===== src/rtl/countdown_timer.sv =====
// Loadable MM:SS BCD countdown timer with start/stop control, tick prescaler
// and expiry state. Digit encoding matches the up-counting BCD timer.
module countdown_timer #(
  parameter int TICKS_PER_SEC = 1
) (
  input  logic       clk,
  input  logic       reset,
  input  logic       tick,
  input  logic       load,
  input  logic       start,
  input  logic       stop,
  input  logic [2:0] ld_min_tens,
  input  logic [3:0] ld_min_units,
  input  logic [2:0] ld_sec_tens,
  input  logic [3:0] ld_sec_units,
  output logic [2:0] min_tens,
  output logic [3:0] min_units,
  output logic [2:0] sec_tens,
  output logic [3:0] sec_units,
  output logic       running,
  output logic       expired
);

  localparam int PW = $clog2(TICKS_PER_SEC) + 1;
  localparam logic [PW-1:0] PRE_MAX = PW'(TICKS_PER_SEC - 1);

  typedef enum logic [1:0] {IDLE, RUN, PAUSED, EXPIRED} state_t;

  function automatic logic [2:0] clamp_tens(input logic [2:0] v);
    return (v > 3'd5) ? 3'd5 : v;
  endfunction

  function automatic logic [3:0] clamp_units(input logic [3:0] v);
    return (v > 4'd9) ? 4'd9 : v;
  endfunction

  // One-second decrement with BCD borrow; never called on 00:00.
  function automatic logic [13:0] dec_mmss(input logic [13:0] v);
    logic [2:0] mt;
    logic [3:0] mu;
    logic [2:0] st;
    logic [3:0] su;
    {mt, mu, st, su} = v;
    if (su == 4'd0) begin
      su = 4'd9;
      if (st == 3'd0) begin
        st = 3'd5;
        if (mu == 4'd0) begin
          mu = 4'd9;
          mt = mt - 3'd1;
        end else begin
          mu = mu - 4'd1;
        end
      end else begin
        st = st - 3'd1;
      end
    end else begin
      su = su - 4'd1;
    end
    return {mt, mu, st, su};
  endfunction

  state_t        r_state;
  logic [PW-1:0] r_pre;
  logic [2:0]    r_min_tens;
  logic [3:0]    r_min_units;
  logic [2:0]    r_sec_tens;
  logic [3:0]    r_sec_units;
  logic          r_running;
  logic          r_expired;

  logic [13:0] w_cur;
  logic [13:0] w_dec;
  logic        w_cur_zero;
  logic        w_dec_zero;

  assign w_cur      = {r_min_tens, r_min_units, r_sec_tens, r_sec_units};
  assign w_dec      = dec_mmss(w_cur);
  assign w_cur_zero = (w_cur == 14'd0);
  assign w_dec_zero = (w_dec == 14'd0);

  always_ff @(posedge clk) begin
    if (reset) begin
      r_state     <= IDLE;
      r_pre       <= '0;
      r_min_tens  <= '0;
      r_min_units <= '0;
      r_sec_tens  <= '0;
      r_sec_units <= '0;
      r_running   <= 1'b0;
      r_expired   <= 1'b0;
    end else if (load) begin
      r_state     <= IDLE;
      r_pre       <= '0;
      r_min_tens  <= clamp_tens(ld_min_tens);
      r_min_units <= clamp_units(ld_min_units);
      r_sec_tens  <= clamp_tens(ld_sec_tens);
      r_sec_units <= clamp_units(ld_sec_units);
      r_running   <= 1'b0;
      r_expired   <= 1'b0;
    end else if (stop && r_state == RUN) begin
      r_state   <= PAUSED;
      r_running <= 1'b0;
    end else if (start && r_state == IDLE && !w_cur_zero) begin
      r_state   <= RUN;
      r_pre     <= '0;
      r_running <= 1'b1;
    end else if (start && r_state == PAUSED) begin
      // Resume keeps the partial second accumulated before the pause.
      r_state   <= RUN;
      r_running <= 1'b1;
    end else if (tick && r_state == RUN) begin
      if (r_pre == PRE_MAX) begin
        r_pre <= '0;
        {r_min_tens, r_min_units, r_sec_tens, r_sec_units} <= w_dec;
        if (w_dec_zero) begin
          r_state   <= EXPIRED;
          r_running <= 1'b0;
          r_expired <= 1'b1;
        end
      end else begin
        r_pre <= r_pre + 1'b1;
      end
    end
  end

  assign min_tens  = r_min_tens;
  assign min_units = r_min_units;
  assign sec_tens  = r_sec_tens;
  assign sec_units = r_sec_units;
  assign running   = r_running;
  assign expired   = r_expired;

endmodule


===== config.mk =====
export PLATFORM = sky130hd
export DESIGN_NAME = countdown_timer
export DESIGN_NICKNAME = d
export VERILOG_FILES = /design/src/rtl/countdown_timer.sv
export SDC_FILE = /design/constraint.sdc
export NUM_CORES = 1
export LEC_CHECK = 0
export BUFFER_PORTS_ARGS = -buffer_cell sky130_fd_sc_hd__buf_2
export CORE_ASPECT_RATIO = 0.6
export CORE_UTILIZATION = 44
export DETAILED_ROUTE_END_ITERATION = 8
export GPL_TIMING_DRIVEN = 0
export HOLD_SLACK_MARGIN = 0.15
export PLACE_DENSITY = 0.74
export SLEW_MARGIN = 40
export SYNTH_ARGS = -nofsm -noshare
export SYNTH_HDL_FRONTEND = slang
export SYNTH_SLANG_ARGS = --single-unit

===== constraint.sdc =====
create_clock -name clk -period 1.5 [get_ports clk]
set_input_delay 0.3 -clock clk [delete_from_list [all_inputs] [get_ports clk]]
set_output_delay 0.3 -clock clk [all_outputs]
set_load 0.05 [all_outputs]

==> results.toml <==
[critical_path]
endpoint = "min_tens[2]"
critPathLaunch = "sec_units[3]"
worst-endpoint-arrival_ns = 1.80
rrSetupSlack_ns = -0.13
cp_cell_sequence = "nor4_4 > nand4_4 > or3_1 > a311oi_1"
worstRegToRegCells = 4
cp_num_cells = 4
worst_path_top_cell_family_by_delay = "simple AND/OR/NAND/NOR gates"
worstSetupPathType = "reg2reg"
critPathRequiredTime_ns = 1.67
worst_path_slowest_cell = "sky130_fd_sc_hd__dfxtp_4"
path_max_fanout = 6
cpPeakStageDelay_ns = 0.38
timing.critical_path.to_type = "flip-flop"
critical_path_buf_inv_count = 0
regToRegStartpoint = "sec_units[3]"
crit-reg2reg-capture = "min_tens[2]"
cp-start-kind = "flip-flop"

[floorplan]
core_area_sq_um = 2230
initial_utilization_pct = 47.9
overall_die_height_microns = 40.2
rows = 13
fp.dieW_microns = 65.6
die_area_sq_um = 2630
pin_count = 36

[clock_network]
buffer_cell_driving_the_clock_tree_root = "sky130_fd_sc_hd__clkbuf_8"
clock_sink_count = 18
clkSlewWorstSetupHoldPaths_ns = 0.08
clkLatencyLatePin_ns = 0.27
cts_buffers = 3
cts_hold_repair.buffers = 0
cts_htree_levels = 1
tritoncts = "built"
clock_tree.buffer_depth = 2

[synthesis]
yosys_warnings = 0
synth.yosys.seq_area_share_pct = 33.8
post_synth_main_area_contributors = "sky130_fd_sc_hd__dfxtp_1 34%, sky130_fd_sc_hd__nor2_1 6.0%, sky130_fd_sc_hd__a21oi_1 4.7%"
synthesis.area_per_instance_sq_um = 8.27
post_synth_instance_area_sq_um = 1070
synth_seq_cells = 18
synth.top_cell.area_share_pct = 33.8
yosys.area.top_type = "sky130_fd_sc_hd__dfxtp_1"
synth-edff-count = 0
mapped_nets = 151
synth.cells.most_frequent = "18 x sky130_fd_sc_hd__dfxtp_1, 17 x sky130_fd_sc_hd__nor2_1, 10 x sky130_fd_sc_hd__a21oi_1, 10 x sky130_fd_sc_hd__inv_1, 5 x sky130_fd_sc_hd__nand2_1"
synthesized_instance_count = 129
postSynth.topFlopCell = "sky130_fd_sc_hd__dfxtp_1"
synth_most_common_cell = "sky130_fd_sc_hd__dfxtp_1"
yosys.cell_types.count = 41
synth-async-reset-ratio_pct = 0

[layout]
nNetsFinal = 201
fin_area_sq_um = 1480
antenna-diode-count = 0
area.growth.synth_to_final_pct = 38.2
layoutNonFillerInstCount = 208
drive_gt1_share_pct = 42.1

[run_status]
outcome = "finished, violations left"
violations_in_the_final_reports = "setup timing"

[pwr]
power_leakage_nw = 0.645
power_frac_comb_pct = 28.2
internal_power_uw = 887
power.sequential.fraction_pct = 40.8
power_frac_clock_pct = 31.0
power_density_nw_per_um2 = 912
power.share.switching_pct = 34.1
switching_power_of_the_nets_uw = 458
ir_drop_v = 0.000499

[grt]
grt_pass1_vias = 929
antenna_found_initial = 0
grt_overflow_total = 0
pin_count_of_the_biggest_net_entering_global_routing = 11
grt_use_total_pct = 23.4
grt_first_pass_wirelength_microns = 4350

[timing]
worst_slack_ns = -0.133
number_of_pins_with_negative_max_slew_slack_in_the_final_report = 0
final_min_period_over_clock_period_pct = 109
tightest_slew_ns = 0.499
timing.final.crit_period_ns = 1.63
setup_violating_endpoint_count_in_the_final_report = 8
skew_ns = 0.0121
rsz0062_at_grt = "yes"
timing.max_slew.rel_slack_pct = 66.7
hold_viol_final = 0
setup_tns_ns = -0.346
maxClockFrequency_mhz = 612

[detailed_routing]
wirelength_routed_microns = 3030
first_iter_violations = 116
viasPerCell = 5.75
route.vias.total = 1196
post_drt_wl_per_cell_microns = 14.6
drtPass1Iterations = 4
postRouteAntennaNets = 0
detail_route.drc_violations = 0

[placed_design]
dpl_cell_area_sq_um = 1310
dp.final_hpwl_microns = 2060
pre_cts_ws_ns = -0.259
numPortBuffers = 34
place.gp.congestion = 0.818
dp.cells = 193

[min_path]
hold_class = "in2reg"

[flow_run]
maxCapViolations = 0
## metrics by stage
step | hold WS [ns] | total power, mW | util, %
floorplan | 0.430 | 0.792 | -
detailed placement | 0.444 | 0.883 | 58.6
global placement | 0.433 | 0.876 | 58.6
finish | 0.282 | 1.35 | 66.2
CTS | 0.273 | 1.32 | 63.3
global route | 0.283 | 1.39 | 66.2
## per-layer routing
layer | vias up | GRT usage (%) | share of wire, %
met3 | 4 | 7.10 | 9.3
met4 | 0 | 4.89 | 1.3
met1 | 551 | 32.7 | 47
met5 | - | 0 | 0
met2 | 69 | 35.3 | 42
li1 | 572 | - | -
## power by group through the flow
stage | sequential, mW | combinational (mW) | clock (mW)
3_5_place_dp | 0.558 | 0.325 | 0
3_3_place_gp | 0.556 | 0.320 | 0
4_1_cts | 0.547 | 0.346 | 0.425
6_report | 0.550 | 0.379 | 0.417
2_1_floorplan | 0.644 | 0.148 | 0
5_1_grt | 0.553 | 0.405 | 0.434
## what timing repair did
action / CTS / global route
pin swaps: 5 / 10
gates cloned: 0 / 0
resized for setup: 3 / 8
buffers inserted: 7 / 5
endpoints found under the setup margin: 11 / 14
## cell type report
type / count / area (sq um)
Buffer: 4 / 18.8
Clock buffer: 4 / 55.1
Fill cell: 175 / 753
Inverter: 11 / 41.3
Multi-Input combinational cell: 95 / 681
Sequential cell: 18 / 382
Tap cell: 30 / 37.5
Timing Repair Buffer: 46 / 260
## tightest hold or removal path: stages
cell                      delay [ns]
sky130_fd_sc_hd__buf_2          0.09
sky130_fd_sc_hd__nand3_1        0.05
sky130_fd_sc_hd__o21ai_1        0.07
## registers in the layout, summed over array words and instances, names as in the netlist
signal,flops
expired,1
sec_units,4
r_state,2
sec_tens,3
min_units,4
running,1
min_tens,3
## cells by family after synthesis
kind of cell / Yosys count / synth area share [%]
compound gates: 38 / 24.3
xor+xnor: 4 / 3.28
fa+ha+maj: 2 / 2.34
buf+inv: 16 / 6.45
flops: 18 / 33.8
mux: 3 / 2.93
simple gates: 48 / 27.0
## worst min path at each step
stage,from,endpoint,slack (ns),depth (start not counted)
global placement,expired,expired,0.43,1
CTS,ld_min_units[2],min_units[2],0.27,3
floorplan,reset,sec_units[3],0.43,2
finish,ld_min_units[2],min_units[2],0.28,3
detailed placement,expired,expired,0.44,1
global route,ld_min_units[2],min_units[2],0.28,3
## cell usage in the layout (no fill, tap or decap), types with 3 or more instances in the layout
cell,count
sky130_fd_sc_hd__a21o_1,4
sky130_fd_sc_hd__o21ai_0,3
sky130_fd_sc_hd__buf_2,34
sky130_fd_sc_hd__buf_4,13
sky130_fd_sc_hd__inv_1,10
sky130_fd_sc_hd__nand4b_1,3
sky130_fd_sc_hd__clkbuf_8,4
sky130_fd_sc_hd__a21oi_1,9
sky130_fd_sc_hd__a211oi_1,4
sky130_fd_sc_hd__nand2_1,5
sky130_fd_sc_hd__dfxtp_4,3
sky130_fd_sc_hd__xnor2_1,3
sky130_fd_sc_hd__nand3_1,4
sky130_fd_sc_hd__nor3_1,4
sky130_fd_sc_hd__clkbuf_1,3
sky130_fd_sc_hd__dfxtp_1,7
sky130_fd_sc_hd__nor2_1,17
sky130_fd_sc_hd__dfxtp_2,8
sky130_fd_sc_hd__nand4_1,3
sky130_fd_sc_hd__a311oi_1,3
No activity file was read; power rests on OpenSTA's default activity.
